### config.mk
export PLATFORM = sky130hd
export DESIGN_NAME = fir_sample_sequencer
export DESIGN_NICKNAME = d
export VERILOG_FILES = /design/src/rtl/fir_seq_pkg.sv /design/src/rtl/fir_sample_sequencer_tap_addr_gen.sv /design/src/rtl/fir_sample_sequencer.sv
export SDC_FILE = /design/constraint.sdc
export NUM_CORES = 1
export LEC_CHECK = 0
export ABC_CLOCK_PERIOD_IN_PS = 8300
export CORE_MARGIN = 3
export CORE_UTILIZATION = 25
export DETAILED_ROUTE_END_ITERATION = 16
export PLACE_DENSITY = 0.6
export SLEW_MARGIN = 20
export SYNTH_ARGS = -nofsm -noshare
export SYNTH_HDL_FRONTEND = slang
export SYNTH_SLANG_ARGS = --single-unit
### constraint.sdc
create_clock -name clk -period 8.3 [get_ports clk]
set_clock_uncertainty 0.1 [all_clocks]
set_input_delay 1.66 -clock clk [delete_from_list [all_inputs] [get_ports clk]]
set_output_delay 1.66 -clock clk [all_outputs]
set_load 0.01 [all_outputs]
### src/rtl/fir_seq_pkg.sv
// Shared types and helpers for the FIR sample sequencer: FSM state encoding,
// RAM address width and modular address arithmetic for non power-of-two depths.
package fir_seq_pkg;

   localparam int ADDR_W = 8;
   // Tap counter / fill level width: one bit wider than an address so that a
   // count equal to a full 256-entry RAM is still representable.
   localparam int CNT_W  = ADDR_W + 1;

   typedef enum logic [1:0] {
      IDLE  = 2'd0,
      WRITE = 2'd1,
      READ  = 2'd2,
      DRAIN = 2'd3
   } seq_state_e;

   // Increment with wrap at depth-1 (explicit compare, depth need not be 2^n).
   function automatic logic [ADDR_W-1:0] addr_inc(input logic [ADDR_W-1:0] addr,
                                                  input int depth);
      if (int'(addr) == depth - 1) begin
         return '0;
      end
      return addr + 1'b1;
   endfunction

   // Decrement with wrap 0 -> depth-1 (explicit compare).
   function automatic logic [ADDR_W-1:0] addr_dec(input logic [ADDR_W-1:0] addr,
                                                  input int depth);
      if (addr == '0) begin
         return ADDR_W'(depth - 1);
      end
      return addr - 1'b1;
   endfunction

endpackage

### src/rtl/fir_sample_sequencer_tap_addr_gen.sv
// Tap read-address generator: walks the circular sample RAM backwards from the
// newest sample, one tap per cycle, and delays {valid, tap} by one stage so it
// lines up with the RAM's registered read data.
module fir_tap_addr_gen
   import fir_seq_pkg::*;
#(
   parameter int TAILLE_MEM = 64,
   parameter int NB_TAPS    = 16
) (
   input  logic              clk,
   input  logic              reset,
   input  logic              load,
   input  logic [ADDR_W-1:0] load_addr,
   input  logic              issue,
   output logic [ADDR_W-1:0] raddr,
   output logic              issue_last,
   output logic              vld_p1,
   output logic [CNT_W-1:0]  tap_p1
);

   logic [ADDR_W-1:0] raddr_q, raddr_d;
   logic [CNT_W-1:0]  k_q, k_d;
   logic              vld_p1_q, vld_p1_d;
   logic [CNT_W-1:0]  tap_p1_q, tap_p1_d;

   assign issue_last = (k_q == CNT_W'(NB_TAPS - 1));

   // Next-state: load start address, then step tap counter and address per issue.
   always_comb begin
      raddr_d  = raddr_q;
      k_d      = k_q;
      vld_p1_d = issue;
      tap_p1_d = tap_p1_q;
      if (load) begin
         raddr_d = load_addr;
         k_d     = '0;
      end else if (issue) begin
         tap_p1_d = k_q;
         // Address stays on the last tap so it holds outside the read phase.
         if (!issue_last) begin
            k_d     = k_q + 1'b1;
            raddr_d = addr_dec(raddr_q, TAILLE_MEM);
         end
      end
   end

   // Registers: read address, tap counter and the one-stage {valid, tap} pipe.
   always_ff @(posedge clk or posedge reset) begin
      if (reset) begin
         raddr_q  <= '0;
         k_q      <= '0;
         vld_p1_q <= 1'b0;
         tap_p1_q <= '0;
      end else begin
         raddr_q  <= raddr_d;
         k_q      <= k_d;
         vld_p1_q <= vld_p1_d;
         tap_p1_q <= tap_p1_d;
      end
   end

   assign raddr  = raddr_q;
   assign vld_p1 = vld_p1_q;
   assign tap_p1 = tap_p1_q;

endmodule

### src/rtl/fir_sample_sequencer.sv
// FIR sample sequencer: accepts one sample per pass, writes it into the
// circular sample RAM, then streams the newest NB_TAPS samples (newest first)
// with tap indices to the MAC. Slots not yet written since reset are sent as 0.
module fir_sample_sequencer
   import fir_seq_pkg::*;
#(
   parameter int TAILLE_MOT = 32,
   parameter int TAILLE_MEM = 64,
   parameter int NB_TAPS    = 16
) (
   input  logic                  clk,
   input  logic                  reset,
   input  logic                  s_valid,
   output logic                  s_ready,
   input  logic [TAILLE_MOT-1:0] s_data,
   output logic                  ram_wr,
   output logic [ADDR_W-1:0]     ram_waddr,
   output logic [ADDR_W-1:0]     ram_raddr,
   output logic [TAILLE_MOT-1:0] ram_din,
   input  logic [TAILLE_MOT-1:0] ram_dout,
   output logic                  m_valid,
   output logic [TAILLE_MOT-1:0] m_data,
   output logic [ADDR_W-1:0]     m_tap,
   output logic                  m_first,
   output logic                  m_last
);

   seq_state_e            state_q, state_d;
   logic [ADDR_W-1:0]     wptr_q, wptr_d;
   logic [CNT_W-1:0]      fill_q, fill_d;
   logic                  wr_q, wr_d;
   logic [ADDR_W-1:0]     waddr_q, waddr_d;
   logic [TAILLE_MOT-1:0] din_q, din_d;

   logic                  load;
   logic                  issue;
   logic                  issue_last;
   logic                  vld_p1;
   logic [CNT_W-1:0]      tap_p1;
   logic [ADDR_W-1:0]     raddr;

   assign s_ready = (state_q == IDLE) && !reset;

   // Pass FSM: accept -> one write cycle -> NB_TAPS read issues -> drain.
   always_comb begin
      state_d = state_q;
      wptr_d  = wptr_q;
      fill_d  = fill_q;
      wr_d    = 1'b0;
      waddr_d = waddr_q;
      din_d   = din_q;
      load    = 1'b0;
      issue   = 1'b0;
      case (state_q)
         IDLE: begin
            if (s_valid && s_ready) begin
               wr_d    = 1'b1;
               waddr_d = wptr_q;
               din_d   = s_data;
               state_d = WRITE;
            end
         end
         WRITE: begin
            // The slot just written becomes the newest tap; reads start there.
            wptr_d  = addr_inc(wptr_q, TAILLE_MEM);
            fill_d  = (fill_q == CNT_W'(NB_TAPS)) ? fill_q : fill_q + 1'b1;
            load    = 1'b1;
            state_d = READ;
         end
         READ: begin
            issue = 1'b1;
            if (issue_last) begin
               state_d = DRAIN;
            end
         end
         DRAIN: begin
            state_d = IDLE;
         end
         default: begin
            state_d = IDLE;
         end
      endcase
   end

   // Control and RAM-port registers; everything clears on reset.
   always_ff @(posedge clk or posedge reset) begin
      if (reset) begin
         state_q <= IDLE;
         wptr_q  <= '0;
         fill_q  <= '0;
         wr_q    <= 1'b0;
         waddr_q <= '0;
         din_q   <= '0;
      end else begin
         state_q <= state_d;
         wptr_q  <= wptr_d;
         fill_q  <= fill_d;
         wr_q    <= wr_d;
         waddr_q <= waddr_d;
         din_q   <= din_d;
      end
   end

   fir_tap_addr_gen #(
      .TAILLE_MEM (TAILLE_MEM),
      .NB_TAPS    (NB_TAPS)
   ) u_tap_addr_gen (
      .clk        (clk),
      .reset      (reset),
      .load       (load),
      .load_addr  (wptr_q),
      .issue      (issue),
      .raddr      (raddr),
      .issue_last (issue_last),
      .vld_p1     (vld_p1),
      .tap_p1     (tap_p1)
   );

   assign ram_wr    = wr_q;
   assign ram_waddr = waddr_q;
   assign ram_din   = din_q;
   assign ram_raddr = raddr;

   // Taps beyond the fill level point at never-written RAM and are forced to 0.
   assign m_valid = vld_p1;
   assign m_data  = (vld_p1 && (tap_p1 < fill_q)) ? ram_dout : '0;
   assign m_tap   = vld_p1 ? tap_p1[ADDR_W-1:0] : '0;
   assign m_first = vld_p1 && (tap_p1 == '0);
   assign m_last  = vld_p1 && (tap_p1 == CNT_W'(NB_TAPS - 1));

endmodule

* Yosys cells after proc, flatten, opt, wreduce, memory -nomap -nowiden
Index checks and enable logic that the tools add are counted.
** Storage, ports and cells
- Register bits after elaboration :: 87
- Latch bits :: 0
- RAM bits :: 0
- Bits in read-only memories :: 0
- Input port bits :: 67
- Output and inout bits :: 93
- Logic and storage cells :: 67
- Memories kept :: 0
** Operators by class
- Add/sub/neg operators :: 4
- Multiply operators :: 0
- Div/mod/pow operators :: 0
- Order comparisons :: 1
- Equality and inequality tests :: 10
- Shift operators :: 0
- Mux-type cells :: 25
- Bitwise logic cells :: 2
- Reductions and logical operators :: 15
** Operators with widths (count)
- $mux 8 :: 8
- $mux 32 :: 1
- $mux 9 :: 3
- $add 9x1->9 const B :: 2
- $eq 9x4->1 const B :: 2
- $mux 1 :: 10
- $reduce_and 2->1 :: 5
- $eq 9x5->1 const B :: 1
- $logic_not 9->1 :: 1
- $lt 9x9->1 :: 1
- $add 8x1->8 const B :: 1
- $eq 8x7->1 const B :: 1
- $logic_not 8->1 :: 1
- $pmux 2 s4 :: 1
- $sub 8x1->8 const B :: 1
- $logic_and 1x1->1 :: 5
- $eq 2x2->1 const B :: 2
- $mux 2 :: 2
- $ne 2x2->1 const B :: 2
- $eq 2x1->1 const B :: 1
- $logic_not 2->1 :: 1
- $ne 2x1->1 const B :: 1
- $not 1->1 :: 2
- $reduce_bool 2->1 :: 1
- $logic_not 1->1 :: 1

* Logic depth before layout (Yosys ltp)
Gate-level depths: netlist of run 1.
- Word-level depth :: 9
- Gate-level depth with buffers :: 7
- Mapped depth without buffers :: 6

* By module
From an unflattened synthesis of run 1, not the netlist that was laid out.
** Second synthesis, totals
- Cell total of the unflattened synthesis :: 412
- Area, all modules :: 4524.3 µm²
** Modules (own cells, without submodules)
- fir_sample_sequencer :: times used 1, cells each 286, area an instance 3133.0 µm², sequential area each 1501.4 µm²
- fir_tap_addr_gen :: times used 1, cells each 126, area an instance 1391.3 µm², sequential area each 675.6 µm²

* Least setup slack after synthesis of run 1
No wires, ideal clock.
- Path kind :: input-to-output
- From :: input port ram_dout[10]
- To :: output port m_data[10]
- Arrival time :: 1.904 ns
- Data required time :: 6.540 ns
- Path slack :: 4.636 ns
- Cell stages on the path :: 2
- Path buffers :: 0
- Path through :: nand2_1 > a21oi_1
** On the way
- Cells in the longest elaborated chain, start to end :: 1
** Ends and longest elaborated chain
- from (decl) :: line fir_sample_sequencer.sv:20 : input logic [TAILLE_MOT-1:0] ram_dout,
- $mux 32 :: line fir_sample_sequencer.sv:126 : assign m_data = (vld_p1 && (tap_p1 < fill_q)) ? ram_dout : '0;
- to (decl) :: line fir_sample_sequencer.sv:22 : output logic [TAILLE_MOT-1:0] m_data,
No other way between the ends.

* Worst setup path after layout of run 1
- From :: input port ram_dout[25]
- To :: output port m_data[25]
Same word-level chain as after synthesis.

==> results of run 1 <==
[synth_stat cells (4+ instances only)]
| library cell | number | area [um^2] |
|---|---|---|
| dfrtp_1 | 87 | 2180 |
| nand2_1 | 46 | 173 |
| a21oi_1 | 42 | 210 |
| mux2_2 | 30 | 338 |
| inv_1 | 21 | 78.8 |
| mux2_1 | 21 | 236 |
| clkbuf_1 | 17 | 63.8 |
| ha_1 | 17 | 213 |
| nor2_1 | 12 | 45.0 |
| xnor2_1 | 11 | 96.3 |
| o21ai_0 | 10 | 50.1 |
| and2_1 | 9 | 56.3 |
| nand3_1 | 8 | 40.0 |
| nand4_1 | 7 | 43.8 |
| and3_1 | 5 | 31.3 |
| nor3_1 | 5 | 25.0 |
| a41oi_1 | 4 | 35.0 |
| nor2b_1 | 4 | 25.0 |
| o21ai_1 | 4 | 20.0 |
[state kept, by name, indices dropped and copies added, names as in the netlist]
signal and flops:
state_q 2, wptr_q 8, ram_waddr 8, ram_wr 1, ram_din 32, u_tap_addr_gen.raddr 8
fill_q 9, u_tap_addr_gen.tap_p1 9, u_tap_addr_gen.vld_p1 1, u_tap_addr_gen.k_q 9
[power by group through the flow]
stage          Sequential [uW]  Clock, uW  Combinational (uW)
2_1_floorplan              746          0                 594
3_3_place_gp               721          0                1110
3_5_place_dp               731          0                1140
4_1_cts                    725        446                1140
5_1_grt                    753        461                1240
6_report                   723        424                1130
[metrics by stage]
step	std cells	hold WS, ns	power [uW]
6_report	801	0.390	2280
3_5_place_dp	786	0.380	1870
5_1_grt	801	0.409	2450
4_1_cts	801	0.395	2310
3_3_place_gp	786	0.377	1830
2_1_floorplan	422	0.368	1340
[how the worst max path moves through the flow]
stage          slack (ns)         end
6_report             3.64  m_data[25]
5_1_grt              3.54   m_data[8]
4_1_cts              3.50  m_data[18]
3_5_place_dp         3.62  m_data[25]
3_3_place_gp         3.63   m_data[1]
2_1_floorplan        4.29   fill_q[0]
[cells in the final DEF, fill, tap and decap left out, types with 4 or more instances in the layout]
master	Yosys	final
clkdlybuf4s50_1	0	159
a21oi_1	42	42
nor2_1	12	11
xnor2_1	11	11
inv_1	21	20
mux2_1	21	21
o21ai_0	10	10
nand4_1	7	7
nor2b_1	4	4
mux2_2	30	30
nand2_1	46	45
nor3_1	5	5
ha_1	17	17
dfrtp_1	87	87
a41oi_1	4	4
nand3_1	8	8
and2_1	9	9
clkbuf_16	0	9
and3_1	5	5
[metal layers]
layer	part of all wire (%)	vias to the layer above
li1	-	1805
met1	43	1833
met2	51	86
met3	4.4	18
met4	2.1	0
met5	0	-
[layout make-up]
class	instances	area [um^2]	share of cell area, %
Tap cell	225	282	4.25
Clock inverter	6	86.3	1.30
Clock buffer	9	225	3.40
Timing Repair Buffer	161	1610	24.3
Multi-Input combinational cell	291	2160	32.6
Sequential cell	87	2180	32.9
Inverter	22	83.8	1.27
[kinds of logic after synthesis]
family	after synthesis	share of synthesized area, %
xor+xnor	12	2.34
fa+ha+maj	17	4.73
mux	54	13.5
compound gates	91	13.6
buf+inv	44	3.93
flops	87	48.5
simple gates	117	13.5
[worst max-delay path: stages]
cell	delay (ns)
clkdlybuf4s50_1	0.48
nand2_1	0.06
a21oi_1	0.15
clkdlybuf4s50_1	0.56
==> results.yml, run 1 <==
cells_and_area:
  fill_cells: 1733
  fin_nets: 656
  area_delta_synth_final_pct: 47.5
  final_layout_size_suffix_gt1_share_pct: 10.4
  insertedDiodeCount: 0
  final_cell_area_um2: 6630
  fin_util_pct: 38.0
floorplanning:
  rows: 48
  fp.dieArea_um2: 19600
  die_h_um: 140
  ios: 160
  coreArea_um2: 17400
  die_x_um: 140
  initial_core_util_pct: 25.8
detailed_routing:
  drt-vias-per-instance: 4.67
  drtPass1Iterations: 4
  routed_wl_um: 12000
  drtIter0Drc: 176
  vias: 3742
  drc_errors: 0
  post_drt_wl_per_cell_um: 15.0
  ant_nets: 0
pwr:
  leakage_uw: 0.00275
  switchingPower_uw: 854
  switching_share_pct: 37.4
  pwr-share-seq_pct: 31.7
  vdd_ir_drop_max_mv: 0.133
  intPower_uw: 1430
  clockPowerShare_pct: 18.6
  pwr-share-comb_pct: 49.7
  p_per_area_nw_per_um2: 344
grt:
  grt_pass1_wl_um: 20000
  top_usage_layer: "met2"
  antenna_found_initial: 0
  grtUsageTotal_pct: 12.4
  gr-usage-met1_pct: 15.7
  use_met3_pct: 3.93
  grtUsageMet2_pct: 20.0
  grt_pass1_vias: 3761
  overflow: 0
  grt_max_degree: 88
sta:
  relSlewSlack_pct: 32.3
  worst_pin_slew_ns: 1.01
  max_freq_ghz: 0.215
  finalMaxSlewViolations: 0
  setup_viol: 0
  finalCritPeriodShare_pct: 56.1
  min_period_ns: 4.66
  finalHoldViolCount: 0
  worst_slack_ns: 3.64
  rsz0062_at_grt: "no"
  setup-tns-final_ns: 0
critical_path:
  reg2reg_slack_ns: 5.80
  worstSetupPathType: "primary input to primary output"
  critical_path.max_fanout: 1
  worstRegToRegCells: 6
  arrival_ns: 2.90
  r2r_start: "state_q[1]"
  r2r-end: "state_q[1]"
  cp.required_ns: 6.54
  cp-start-kind: "primary input"
  end_kind: "primary output"
  crit_path_start: "ram_dout[25]"
clock_network:
  clock_tree.buffer_depth: 2
  cts_resized: 0
  numCtsBuffers: 9
  clkSinkCount: 87
  path_clk_slew_ns: 0.06
  tritoncts: "done"
  h-tree-depth: 3
  cts-hold-fix-buffers: 0
  cts_root_buf: "clkbuf_16"
  cts_setup_buffers: 0
  clk_latency_ns: 0.34
logic_synthesis:
  synth-seq-cells: 87
  synth_cell_types: 56
  yosys_most_used_dff: "dfrtp_1"
  synth_edf_count: 0
  yosysSeqAreaShare_pct: 48.5
  yosys_warnings: 0
  synth_area_um2: 4490
  syn_nets: 506
  syn_avg_cell_area_um2: 10.6
  async_flop_share_pct: 100
  syn_inst: 422
outcome:
  status: "completed"
worst_hold_path:
  hold_path_end: "ram_din[29]"
  hold_depth: 1
  min_from: "ram_din[29]"
  hold_class: "register to register"
place:
  placed_area_um2: 6300
  post-place-ws_ns: 3.62
  gp_congestion: 0.809
  portBuffers: 159
  place_hpwl_um: 8750
flow_run:
  drv_cap: 0
Power figures use the tool's default switching activity.
==> inputs of run 2 (changes only) <==
- ABC_CLOCK_PERIOD_IN_PS: 8300 -> 3750
- PLACE_DENSITY: 0.6 -> 0.61
- clock period: 8.3 -> 3.75 ns (I/O delays scaled with it)
==> run 2 against run 1 <==
  * Global-route usage decreased by 0.066 points
  * Total power increased by 120%
  * Setup slack got worse by 3.4 ns
  * Combinational power increased by 120%
  * Die area unchanged
  * Critical path depth increased by 2
  * Hold slack got worse by 0.00077 ns
  * Non-clock buffer count increased by 5
  * First-iteration DRC count increased by 15%
==> results.yml, run 2 (synthesized netlist as in run 1, its figures left out) <==
outcome:
  status: "completed"
clock_network:
  clk_latency_ns: 0.34
  cts-hold-fix-buffers: 0
  h-tree-depth: 3
  cts_setup_buffers: 0
  cts_root_buf: "clkbuf_16"
  path_clk_slew_ns: 0.06
  tritoncts: "done"
  clkSinkCount: 87
  clock_tree.buffer_depth: 2
  cts_resized: 1
  numCtsBuffers: 9
floorplanning:
  ios: 160
  fp.dieArea_um2: 19600
  die_h_um: 140
  rows: 48
  initial_core_util_pct: 25.8
  coreArea_um2: 17400
  die_x_um: 140
sta:
  worst_pin_slew_ns: 0.868
  finalCritPeriodShare_pct: 92.5
  finalMaxSlewViolations: 0
  relSlewSlack_pct: 41.9
  finalHoldViolCount: 0
  rsz0062_at_grt: "no"
  timing.hold.ws_ns: 0.389
  min_period_ns: 3.47
  setup-tns-final_ns: 0
  setup_viol: 0
  max_freq_ghz: 0.288
grt:
  grt_max_degree: 35
  grt_pass1_vias: 3847
  grtUsageTotal_pct: 12.3
  overflow: 0
  antenna_found_initial: 0
  grt_pass1_wl_um: 19900
pwr:
  pwr-share-seq_pct: 31.4
  p_per_area_nw_per_um2: 763
  leakage_uw: 0.00278
  switching_share_pct: 37.0
  switchingPower_uw: 1890
  clockPowerShare_pct: 19.4
  pwr-share-comb_pct: 49.2
  vdd_ir_drop_max_mv: 0.366
  intPower_uw: 3210
detailed_routing:
  drtPass1Iterations: 4
  ant_nets: 0
  drc_errors: 0
  drt-vias-per-instance: 4.74
  post_drt_wl_per_cell_um: 15.0
  routed_wl_um: 12100
  drtIter0Drc: 202
  vias: 3828
place:
  portBuffers: 159
  gp_congestion: 0.852
  dp_cells: 791
  place_hpwl_um: 9110
  placed_area_um2: 6330
cells_and_area:
  fin_nets: 661
  final_cell_mix: "clkdlybuf4s50_1, dfrtp_1, nand2_1"
  largest_register_ffs: 32
  fill_cells: 1675
  area_delta_synth_final_pct: 48.7
  insertedDiodeCount: 0
  final_cells: 807
  final_cell_area_um2: 6680
  final_common_cell: "clkdlybuf4s50_1"
  final_layout_size_suffix_gt1_share_pct: 11.0
critical_path:
  arrival_ns: 2.62
  cp-start-kind: "register"
  critical_path.max_fanout: 32
  cp.required_ns: 2.90
  end_kind: "primary output"
  worstSetupPathType: "register to primary output"
flow_run:
  drv_cap: 0
worst_hold_path:
  hold_class: "register to register"
-- run 2: area by class of cell --
cell class / instances / area [um^2] / share of cell area [%]
tap: 225 / 282 / 4.21
clock inverter: 4 / 77.6 / 1.16
clock buffer: 12 / 256 / 3.84
sequential: 87 / 2180 / 32.6
multi-input combinational: 291 / 2160 / 32.3
inverter: 22 / 83.8 / 1.25
timing repair buffer: 166 / 1640 / 24.6
-- run 2: final timing paths --
path                                  startpoint  cells past startpoint                 endpoint  slack, ns
setup / recovery                       fill_q[3]                      6               m_data[20]       0.28
hold / removal                       ram_din[28]                      1              ram_din[28]       0.39
setup reg to reg           u_tap_addr_gen.k_q[5]                      4  u_tap_addr_gen.raddr[5]       1.41
hold reg to reg                      ram_din[28]                      1              ram_din[28]       0.39
max in group asynchronous                  reset                      3                fill_q[7]       2.15
min in group asynchronous                  reset                      2               state_q[1]       0.72
-- run 2: per-stage QoR --
stage	util (%)	setup WS [ns]	power, uW
after floorplan	-	0.650	2970
after global placement	36.4	0.445	4050
after detailed placement	36.4	0.345	4130
after CTS	38.3	0.0647	5160
after global routing	38.4	0.0566	5470
final	38.4	0.282	5100
-- run 2: per-layer routing --
metal / global-route usage (%) / share of wire, % / up-vias / routed length [um]
met1: 15.4 / 43 / 1886 / 5230
met4: 4.44 / 1.4 / 0 / 166
met3: 2.97 / 4.7 / 16 / 565
met2: 20.8 / 51 / 107 / 6160
met5: 0 / 0 / - / 0
li1: - / - / 1819 / -
-- run 2: power groups by stage --
stage	sequential, uW	combinational (uW)	clock (uW)
after floorplan	1650	1310	0
after global placement	1600	2460	0
after detailed placement	1620	2520	0
after CTS	1600	2540	1020
after global routing	1660	2750	1060
final	1600	2510	987
-- run 2: worst max-delay path, stage by stage (launching register included) --
cell	delay (ns)
dfrtp_1	0.46
inv_1	0.07
ha_1	0.28
o211ai_1	0.13
o21ai_4	0.62
a21oi_1	0.17
clkdlybuf4s50_1	0.54
